--- src/rtl/brick_field_if.sv ---
// Request/response and pixel-stream bundle between the game FSM, the brick
// engine and the pixel mux. N is the brick count and sets the index/count widths.
interface brick_field_if #(
    parameter int N = 10
);
    localparam int IW = (N > 1) ? $clog2(N) : 1;
    localparam int CW = $clog2(N + 1);

    logic          init;
    logic          step;
    logic [7:0]    ball_x;
    logic [7:0]    ball_y;
    logic          busy;
    logic          done;
    logic          hit;
    logic [IW-1:0] hit_index;
    logic [CW-1:0] bricks_left;
    logic          plot;
    logic [7:0]    x;
    logic [7:0]    y;
    logic [2:0]    colour;

    modport master (
        output init, step, ball_x, ball_y,
        input  busy, done, hit, hit_index, bricks_left, plot, x, y, colour
    );

    modport slave (
        input  init, step, ball_x, ball_y,
        output busy, done, hit, hit_index, bricks_left, plot, x, y, colour
    );
endinterface

--- src/rtl/brick_field.sv ---
// Brick-array engine: keeps the alive map, scans one brick per cycle for a
// ball collision and streams registered pixel writes to draw or erase bricks.
module brick_field #(
    parameter int         ROWS         = 2,
    parameter int         COLS         = 5,
    parameter int         BRICK_W      = 8,
    parameter int         BRICK_H      = 2,
    parameter int         X0           = 15,
    parameter int         Y0           = 30,
    parameter int         PITCH_X      = 30,
    parameter int         PITCH_Y      = 6,
    parameter logic [2:0] BRICK_COLOUR = 3'b010
) (
    input logic          CLOCK_50,
    input logic          reset,
    brick_field_if.slave bus
);
    localparam int N  = ROWS * COLS;
    localparam int IW = (N > 1) ? $clog2(N) : 1;
    localparam int CW = $clog2(N + 1);
    localparam int WH = BRICK_W * BRICK_H;
    localparam int PW = (WH > 1) ? $clog2(WH) : 1;

    typedef enum logic [2:0] {IDLE, DRAW, CHECK, ERASE, DONE} state_t;

    state_t        state_reg, state_next;
    logic [IW-1:0] idx_reg, idx_next;
    logic [PW-1:0] pix_reg, pix_next;
    logic [N-1:0]  alive_reg, alive_next;
    logic [CW-1:0] count_reg, count_next;
    logic          found_reg, found_next;
    logic [IW-1:0] win_reg, win_next;
    logic          hit_reg, hit_next;
    logic [IW-1:0] hit_index_reg, hit_index_next;
    logic [7:0]    ball_x_reg, ball_x_next;
    logic [7:0]    ball_y_reg, ball_y_next;
    logic          plot_reg, plot_next;
    logic [7:0]    x_reg, x_next;
    logic [7:0]    y_reg, y_next;
    logic [2:0]    colour_reg, colour_next;
    logic          load_pix;

    // Brick origins are elaboration-time constants; the rectangle test is
    // evaluated for every brick against the latched ball and the scan picks one.
    logic [7:0]    org_x [N];
    logic [7:0]    org_y [N];
    logic [N-1:0]  in_rect;

    for (genvar gi = 0; gi < N; gi++) begin : g_brick
        localparam int BX = X0 + (gi % COLS) * PITCH_X;
        localparam int BY = Y0 + (gi / COLS) * PITCH_Y;
        assign org_x[gi]   = 8'(BX);
        assign org_y[gi]   = 8'(BY);
        assign in_rect[gi] = (ball_x_reg >= 8'(BX)) && (ball_x_reg <= 8'(BX + BRICK_W - 1)) &&
                             (ball_y_reg >= 8'(BY)) && (ball_y_reg <= 8'(BY + BRICK_H - 1));
    end

    logic          cand;
    logic          fin_found;
    logic [IW-1:0] fin_win;

    assign cand      = alive_reg[idx_reg] & in_rect[idx_reg];
    assign fin_found = found_reg | cand;
    assign fin_win   = found_reg ? win_reg : idx_reg;

    always_ff @(posedge CLOCK_50) begin
        if (reset) begin
            state_reg     <= IDLE;
            idx_reg       <= '0;
            pix_reg       <= '0;
            alive_reg     <= '0;
            count_reg     <= '0;
            found_reg     <= 1'b0;
            win_reg       <= '0;
            hit_reg       <= 1'b0;
            hit_index_reg <= '0;
            ball_x_reg    <= '0;
            ball_y_reg    <= '0;
            plot_reg      <= 1'b0;
            x_reg         <= '0;
            y_reg         <= '0;
            colour_reg    <= '0;
        end else begin
            state_reg     <= state_next;
            idx_reg       <= idx_next;
            pix_reg       <= pix_next;
            alive_reg     <= alive_next;
            count_reg     <= count_next;
            found_reg     <= found_next;
            win_reg       <= win_next;
            hit_reg       <= hit_next;
            hit_index_reg <= hit_index_next;
            ball_x_reg    <= ball_x_next;
            ball_y_reg    <= ball_y_next;
            plot_reg      <= plot_next;
            x_reg         <= x_next;
            y_reg         <= y_next;
            colour_reg    <= colour_next;
        end
    end

    // idx/pix always name the pixel that the output registers will show next
    // cycle, so the first plot appears the cycle after the request is accepted.
    always_comb begin
        state_next     = state_reg;
        idx_next       = idx_reg;
        pix_next       = pix_reg;
        alive_next     = alive_reg;
        count_next     = count_reg;
        found_next     = found_reg;
        win_next       = win_reg;
        hit_next       = hit_reg;
        hit_index_next = hit_index_reg;
        ball_x_next    = ball_x_reg;
        ball_y_next    = ball_y_reg;
        colour_next    = colour_reg;
        load_pix       = 1'b0;

        case (state_reg)
            IDLE: begin
                if (bus.init) begin
                    alive_next  = '1;
                    count_next  = CW'(N);
                    idx_next    = '0;
                    pix_next    = '0;
                    colour_next = BRICK_COLOUR;
                    hit_next    = 1'b0;
                    load_pix    = 1'b1;
                    state_next  = DRAW;
                end else if (bus.step) begin
                    ball_x_next = bus.ball_x;
                    ball_y_next = bus.ball_y;
                    idx_next    = '0;
                    found_next  = 1'b0;
                    hit_next    = 1'b0;
                    state_next  = CHECK;
                end
            end
            DRAW: begin
                load_pix = 1'b1;
                if (pix_reg == PW'(WH - 1)) begin
                    pix_next = '0;
                    if (idx_reg == IW'(N - 1)) begin
                        load_pix   = 1'b0;
                        hit_next   = 1'b0;
                        state_next = DONE;
                    end else begin
                        idx_next = idx_reg + IW'(1);
                    end
                end else begin
                    pix_next = pix_reg + PW'(1);
                end
            end
            CHECK: begin
                if (cand && !found_reg) begin
                    found_next = 1'b1;
                    win_next   = idx_reg;
                end
                if (idx_reg == IW'(N - 1)) begin
                    if (fin_found) begin
                        alive_next[fin_win] = 1'b0;
                        count_next          = count_reg - CW'(1);
                        hit_index_next      = fin_win;
                        idx_next            = fin_win;
                        pix_next            = '0;
                        colour_next         = 3'b000;
                        load_pix            = 1'b1;
                        state_next          = ERASE;
                    end else begin
                        hit_next   = 1'b0;
                        state_next = DONE;
                    end
                end else begin
                    idx_next = idx_reg + IW'(1);
                end
            end
            ERASE: begin
                if (pix_reg == PW'(WH - 1)) begin
                    hit_next   = 1'b1;
                    state_next = DONE;
                end else begin
                    pix_next = pix_reg + PW'(1);
                    load_pix = 1'b1;
                end
            end
            DONE:    state_next = IDLE;
            default: state_next = IDLE;
        endcase

        plot_next = load_pix;
        x_next    = load_pix ? org_x[idx_next] + 8'(int'(pix_next) % BRICK_W) : x_reg;
        y_next    = load_pix ? org_y[idx_next] + 8'(int'(pix_next) / BRICK_W) : y_reg;
    end

    assign bus.busy        = (state_reg != IDLE);
    assign bus.done        = (state_reg == DONE);
    assign bus.hit         = hit_reg;
    assign bus.hit_index   = hit_index_reg;
    assign bus.bricks_left = count_reg;
    assign bus.plot        = plot_reg;
    assign bus.x           = x_reg;
    assign bus.y           = y_reg;
    assign bus.colour      = colour_reg;
endmodule

--- src/flat_wrapper.sv ---
// flat-port wrapper written by rule: the top's interface ports become plain ports
module brick_field_flat 
#(
    parameter int         ROWS         = 2,
    parameter int         COLS         = 5,
    parameter int         BRICK_W      = 8,
    parameter int         BRICK_H      = 2,
    parameter int         X0           = 15,
    parameter int         Y0           = 30,
    parameter int         PITCH_X      = 30,
    parameter int         PITCH_Y      = 6,
    parameter logic [2:0] BRICK_COLOUR = 3'b010
)
  (CLOCK_50, reset, bus_init, bus_step, bus_ball_x, bus_ball_y, bus_busy, bus_done, bus_hit, bus_hit_index, bus_bricks_left, bus_plot, bus_x, bus_y, bus_colour);
  brick_field_if #(.N((ROWS * COLS))) bus_i ();
  input logic CLOCK_50;
  input logic reset;
  input wire logic [$bits(bus_i.init)-1:0] bus_init;
  input wire logic [$bits(bus_i.step)-1:0] bus_step;
  input wire logic [$bits(bus_i.ball_x)-1:0] bus_ball_x;
  input wire logic [$bits(bus_i.ball_y)-1:0] bus_ball_y;
  output wire logic [$bits(bus_i.busy)-1:0] bus_busy;
  output wire logic [$bits(bus_i.done)-1:0] bus_done;
  output wire logic [$bits(bus_i.hit)-1:0] bus_hit;
  output wire logic [$bits(bus_i.hit_index)-1:0] bus_hit_index;
  output wire logic [$bits(bus_i.bricks_left)-1:0] bus_bricks_left;
  output wire logic [$bits(bus_i.plot)-1:0] bus_plot;
  output wire logic [$bits(bus_i.x)-1:0] bus_x;
  output wire logic [$bits(bus_i.y)-1:0] bus_y;
  output wire logic [$bits(bus_i.colour)-1:0] bus_colour;
  assign bus_i.init = bus_init;
  assign bus_i.step = bus_step;
  assign bus_i.ball_x = bus_ball_x;
  assign bus_i.ball_y = bus_ball_y;
  assign bus_busy = bus_i.busy;
  assign bus_done = bus_i.done;
  assign bus_hit = bus_i.hit;
  assign bus_hit_index = bus_i.hit_index;
  assign bus_bricks_left = bus_i.bricks_left;
  assign bus_plot = bus_i.plot;
  assign bus_x = bus_i.x;
  assign bus_y = bus_i.y;
  assign bus_colour = bus_i.colour;
  brick_field #(.ROWS(ROWS), .COLS(COLS), .BRICK_W(BRICK_W), .BRICK_H(BRICK_H), .X0(X0), .Y0(Y0), .PITCH_X(PITCH_X), .PITCH_Y(PITCH_Y), .BRICK_COLOUR(BRICK_COLOUR)) u_core (.CLOCK_50(CLOCK_50), .reset(reset), .bus(bus_i));
endmodule
--- config.mk ---
export PLATFORM = sky130hd
export DESIGN_NAME = brick_field_flat
export DESIGN_NICKNAME = d
export VERILOG_FILES = /design/src/rtl/brick_field_if.sv /design/src/rtl/brick_field.sv /design/src/flat_wrapper.sv
export SDC_FILE = /design/constraint.sdc
export NUM_CORES = 1
export LEC_CHECK = 0
export ABC_CLOCK_PERIOD_IN_PS = 9400
export CORE_MARGIN = 3
export CORE_UTILIZATION = 45
export CTS_CLUSTER_SIZE = 16
export DETAILED_ROUTE_END_ITERATION = 6
export PLACE_DENSITY = 0.68
export SLEW_MARGIN = 20
export SYNTH_ARGS = -nofsm -noshare
export SYNTH_HDL_FRONTEND = slang
export SYNTH_SLANG_ARGS = --single-unit
export TNS_END_PERCENT = 10
--- constraint.sdc ---
create_clock -name CLOCK_50 -period 9.4 [get_ports CLOCK_50]
set_clock_uncertainty 0.15 [all_clocks]
set_input_delay 1.41 -clock CLOCK_50 [delete_from_list [all_inputs] [get_ports CLOCK_50]]
set_output_delay 1.41 -clock CLOCK_50 [all_outputs]
set_load 0.01 [all_outputs]
==> run metrics, run 1 <==
crit-path most repeated cell=o21a_1; postcts setup bufs=0; Lkg Pwr=1.52 nW; fraction of layout cells with a size suffix above 1=6.79%; Post-synth ARST share=0%; slew margin rel.=35.8%; Post-CTS Resized=0; Period minus WS final=4480 ps; Synth Register Bits=64; post-synthesis simple-gate area fraction=24.7%; Post-Synth XOR/XNOR Area=0.744%; htree depth=3; largest net degree at the start of global routing=42; # DRC=0; initial antenna violation count=0; hold buffers post-CTS=0; clk_lat worst skew=350 ps; worst setup path start=bus_step; met3 usage=4.06%; FF-to-FF Start=u_core.idx_reg[0]$_SDFF_PP0_; Final WS setup=4920 ps; Switching Share=33.2%; Area growth syn-to-layout=18.3%; first-pass GRT wire length=13.8 mm; min-delay src=u_core.bus.x[2]$_SDFFE_PP0P_; CP max stage cell=clkdlybuf4s50_1; Routability Congestion=0.869; mux cell area share after synthesis=5.88%; critical path type=in2reg; outcome=finished, final reports clean; Yosys warning count=0; Combinational Power Share=30.2%; VDD IR max=0.0757 mV; Max Clock Freq=0.223 GHz; worst-path maximum fanout=4; Internal Power=0.582 mW; Hold Crit Class=reg2reg; sequential fraction of the synthesis area=36.3%; Fin. Hold Viols=0; clock buffer depth=2; Place WS=4600 ps; Via density=5.52; Die H=94.6 um; most numerous cell in the Yosys netlist=dfxtp_1; placed wire-length estimate=5.85 mm; GR peak layer=met2; # nets final=494; Global Route met2 Usage=32.1%; CTS clk-pin slew, worst paths=70 ps; average cell area after synthesis=8.06 um2; Crit path arrival time=4580 ps; total inserted antenna cells=0; Root Driver=clkbuf_8; Synth Instances=438; Final Max Slew Viols=0; CP required=9500 ps; DP Cell Count=554; DR vias=3144; via count of the first global-routing pass=2928; adder-cell share of the synthesized area=3.05%; Post-Syn Area=0.00353 mm2; max reg flops=10; Tcrit/Tclk final=47.6%; Seq pwr share=40.9%; met1 global-route usage=25.0%; global route overflow=0; largest family of logic cells by synthesized area=simple AND/OR/NAND/NOR gates; CP Launch Type=primary input; share of the synthesized area in the top cell type=36.3%; post-synthesis compound-gate area fraction=22.8%; Setup TNS Final=0 ps; TritonCTS Sinks=64; CTS buffer count=9; final setup violating endpoints=0; Setup crit end kind=flip-flop; clock power share=28.9%; most common library cells after synthesis=64 x dfxtp_1, 62 x nand2_1, 40 x a21oi_1, 40 x nor2_1, 24 x o21ai_0; PwrDens=209 mW/mm2; io pins=51; CP cell instances=clkdlybuf4s50_1 -> nor4_1 -> or2_0 -> o21ai_0 -> o311a_1 -> o21a_1 -> o21a_1 -> ha_1 -> a21boi_0 -> o22a_1 -> o41ai_1 -> or3_1 -> a31o_1; Routed Antenna Nets=0; RSZ-0062 raised after global routing=no; Port Buffers=45; Core Rows=31; WL/cell=14.5 um; largest area contributor in the netlist=dfxtp_1; core area=0.00745 mm2; area of the die=0.00894 mm2; CP peak stage delay=480 ps; measured slew at the worst slew-check pin=959 ps; Most used DFF post-synth=dfxtp_1; width of the die=94.6 um; GRT Total Usage=19.6%; number of synthesized flops with an enable pin=0; final wirelength=8.27 mm; max cap viols=0; synth top area cells=dfxtp_1 36%, nand2_1 6.6%, a21oi_1 5.7%, nor2_1 4.3%, mux2i_1 4.0%; non-filler instance count after layout=570; 1st-pass router iterations=4; Netlist cell types=67; CTS tree=built; switching pwr=0.289 mW; Initial Utilization=47.4%; 1st-iter DRT viols=149
-- power groups by stage --
stage	sequential [mW]	combinational, mW	clock [mW]
6_report	0.356	0.263	0.252
5_1_grt	0.364	0.298	0.272
4_1_cts	0.356	0.264	0.257
3_5_place_dp	0.362	0.263	0
3_3_place_gp	0.360	0.258	0
2_1_floorplan	0.350	0.187	0
-- cells in the final DEF (no fill, tap or decap), drive strengths merged, types with 5 or more instances in the layout --
cell type	synthesis	layout
a211oi	11	11
a21oi	40	40
and2	5	5
clkbuf	15	12
clkdlybuf4s50	0	45
dfxtp	64	64
ha	7	7
inv	13	13
mux2i	14	14
nand2	62	62
nand3	8	8
nor2	40	40
nor3	14	14
nor3b	7	7
nor4	5	5
o211ai	5	5
o21a	7	7
o21ai	28	28
o31ai	5	5
or3	6	6
-- worst max-delay path: cells and delay by family --
| family | cells | cell delay [ps] |
|---|---|---|
| compound gates | 8 | 1470 |
| fa+ha+maj | 1 | 310 |
| buf+inv | 1 | 480 |
| simple gates | 3 | 890 |
-- logic make-up (layout without fill, tap and decap cells) --
logic type               count (synthesis)  after routing
flip-flops                              64             64
XOR/XNOR                                 3              3
buffers and inverters                   47             77
adder cells (fa/ha/maj)                  8              8
AND/OR/NAND/NOR                        172            172
multiplexers                            18             18
other                                    1              4
AO/OA/AOI/OAI                          125            125
-- metrics by stage --
step / util, % / area [um2] / total power, mW / hold WS [ps]
finish: 56.1 / 4180 / 0.871 / 300
CTS: 56.1 / 4180 / 0.877 / 303
global route: 56.1 / 4180 / 0.934 / 344
global placement: 53.2 / 3960 / 0.618 / 288
detailed placement: 53.2 / 3960 / 0.625 / 295
floorplan: - / 3540 / 0.537 / 282
-- final timing paths --
path	end	slack, ps	depth (start not counted)
worst min-delay path	u_core.bus.x[2]$_SDFFE_PP0P_	300	2
worst max register to register	u_core.bus.x[3]$_SDFFE_PP0P_	5380	12
worst min register to register	u_core.bus.x[2]$_SDFFE_PP0P_	300	2
worst max-delay path	u_core.bus.x[3]$_SDFFE_PP0P_	4920	13
-- per-layer routing --
metal	wire length, um	share of wire, %
met5	0	0
met4	93	1.1
met3	389	4.7
met2	3950	48
met1	3840	46
-- layout make-up --
type                    instances  area, um2
fillers                       732       3270
multi-input cells             330       2040
flip-flops and latches         64       1280
repair buffers                 47        465
clock buffers                  12        165
well taps                      99        124
inverters                      14       52.6
clock inverters                 4       51.3
Power figures use the tool's default switching activity.
==> inputs of run 2 (changes only) <==
ABC_CLOCK_PERIOD_IN_PS = 4600   (was 9400)
clock period = 4.6 ns   (was 9.4 ns; I/O delays follow)
==> run 2 against run 1 <==
  * Wire length is 0.54% lower
  * Critical path depth decreased by 2
  * Count of clock-buffer cells in the layout grew 1
  * Clock power grew 110%
  * Non-clock buffer count is 1 higher
  * Highest routed layer unchanged
  * Global-route usage fell by 0.23 points
  * Sequential share of layout area barely moved
  * Worst hold slack improved by 1.2 ps
  * Via count rose by 1.8%
  * Design area is 0.12% higher
  * Power is 110% higher
  * Die area stayed put
==> run metrics, run 2 (synthesized netlist as in run 1, its figures left out) <==
width of the die=94.6 um; via count of the first global-routing pass=2984; CP Launch Type=flip-flop; Place WS=520 ps; Period minus WS final=3960 ps; Initial Utilization=47.4%; outcome=finished, final reports clean; CP required=4680 ps; CTS tree=built; measured slew at the worst slew-check pin=1010 ps; DR vias=3201; Core Rows=31; final setup violating endpoints=0; first-pass GRT wire length=13.9 mm; GRT Total Usage=19.4%; Internal Power=1.22 mW; clk_lat worst skew=340 ps; most frequent cells in the layout=64 x dfxtp_1, 62 x nand2_1, 45 x clkdlybuf4s50_1; critical path type=reg2reg; 1st-pass router iterations=4; Setup TNS Final=0 ps; hold buffers post-CTS=0; htree depth=3; Die H=94.6 um; WL/cell=14.4 um; fraction of layout cells with a size suffix above 1=6.36%; clock buffer depth=2; Final Max Slew Viols=0; Combinational Power Share=30.2%; placed wire-length estimate=5.82 mm; CP cell instances=or3b_1 -> nor3_1 -> o31ai_2 -> o21a_1 -> o21a_1 -> ha_1 -> a21boi_0 -> o22a_1 -> o41ai_1 -> or3_1 -> a31o_1; Post-CTS Resized=0; postcts setup bufs=0; Hold Crit Class=reg2reg; Buf/Inv on CP=0; Routed Antenna Nets=0; area of the die=0.00894 mm2; RSZ-0062 raised after global routing=no; CTS buffer count=9; Tcrit/Tclk final=86.1%; worst-path maximum fanout=17; Via density=5.61; total power draw=1.80 mW; # DRC=0; CTS clk-pin slew, worst paths=60 ps; max reg flops=10; # nets final=495; initial antenna violation count=0; 1st-iter DRT viols=149; Lkg Pwr=1.53 nW; crit-path most repeated cell=o21a_1; final wirelength=8.23 mm; clock power share=29.4%; slew margin rel.=32.3%; VDD IR max=0.190 mV; CP peak stage delay=700 ps; Setup crit end kind=flip-flop; Fin. Hold Viols=0; Seq pwr share=40.4%; core area=0.00745 mm2; Crit path arrival time=4040 ps; Routability Congestion=0.868; io pins=51; Area growth syn-to-layout=18.4%; switching pwr=0.583 mW; Max Clock Freq=0.253 GHz; CP top delay family=compound AO/OA/AOI/OAI gates; PwrDens=431 mW/mm2; global route overflow=0; Final WS setup=641 ps; total inserted antenna cells=0; Port Buffers=45; Root Driver=clkbuf_8; CP max stage cell=dfxtp_1; most common cell after layout, fill and taps aside=dfxtp_1; TritonCTS Sinks=64; Switching Share=32.4%; largest net degree at the start of global routing=42; worst hold slack=301 ps; max cap viols=0
run 2: metal layers:
metal  GRT usage [%]  wire, um  vias up
met1            24.0      3710     1497
met3            4.54       352        8
li1                -         -     1625
met4            4.81       108        0
met5               0         0        -
met2            33.9      4060       71
run 2: worst reg2reg max path, stage by stage, from the launching register on:
cell,delay [ps]
dfxtp_1,700
or3b_1,610
nor3_1,390
o31ai_2,170
o21a_1,220
o21a_1,230
ha_1,310
a21boi_0,250
o22a_1,190
o41ai_1,80
or3_1,330
a31o_1,220
run 2: area by class of cell:
type,instances,area [um2]
Timing Repair Buffer,48,473
Clock buffer,13,149
Inverter,14,52.6
Clock inverter,3,65.1
Tap cell,99,124
Fill cell,720,3270
Multi-Input combinational cell,330,2040
Sequential cell,64,1280
run 2: path summary, 6_finish.rpt:
| kind | from | to | slack [ps] | cells after the start |
|---|---|---|---|---|
| worst max-delay path | u_core.state_reg[1]$_SDFFE_PP0P_ | u_core.bus.x[3]$_SDFFE_PP0P_ | 640 | 11 |
| worst min-delay path | u_core.bus.x[2]$_SDFFE_PP0P_ | u_core.bus.x[2]$_SDFFE_PP0P_ | 300 | 2 |
| worst max register to register | u_core.state_reg[1]$_SDFFE_PP0P_ | u_core.bus.x[3]$_SDFFE_PP0P_ | 640 | 11 |
| worst min register to register | u_core.bus.x[2]$_SDFFE_PP0P_ | u_core.bus.x[2]$_SDFFE_PP0P_ | 300 | 2 |
run 2: power by group through the flow:
stage	Combinational [mW]	Clock, mW	Sequential, mW
2_1_floorplan	0.381	0	0.715
3_3_place_gp	0.531	0	0.733
3_5_place_dp	0.543	0	0.738
4_1_cts	0.546	0.541	0.727
5_1_grt	0.610	0.572	0.740
6_report	0.544	0.530	0.727
run 2: through the flow:
stage | utilization, % | cell area, um2 | cells
2_1_floorplan | - | 3540 | 441
4_1_cts | 56.1 | 4180 | 571
3_3_place_gp | 53.3 | 3970 | 555
3_5_place_dp | 53.3 | 3970 | 555
5_1_grt | 56.1 | 4180 | 571
6_report | 56.1 | 4180 | 571
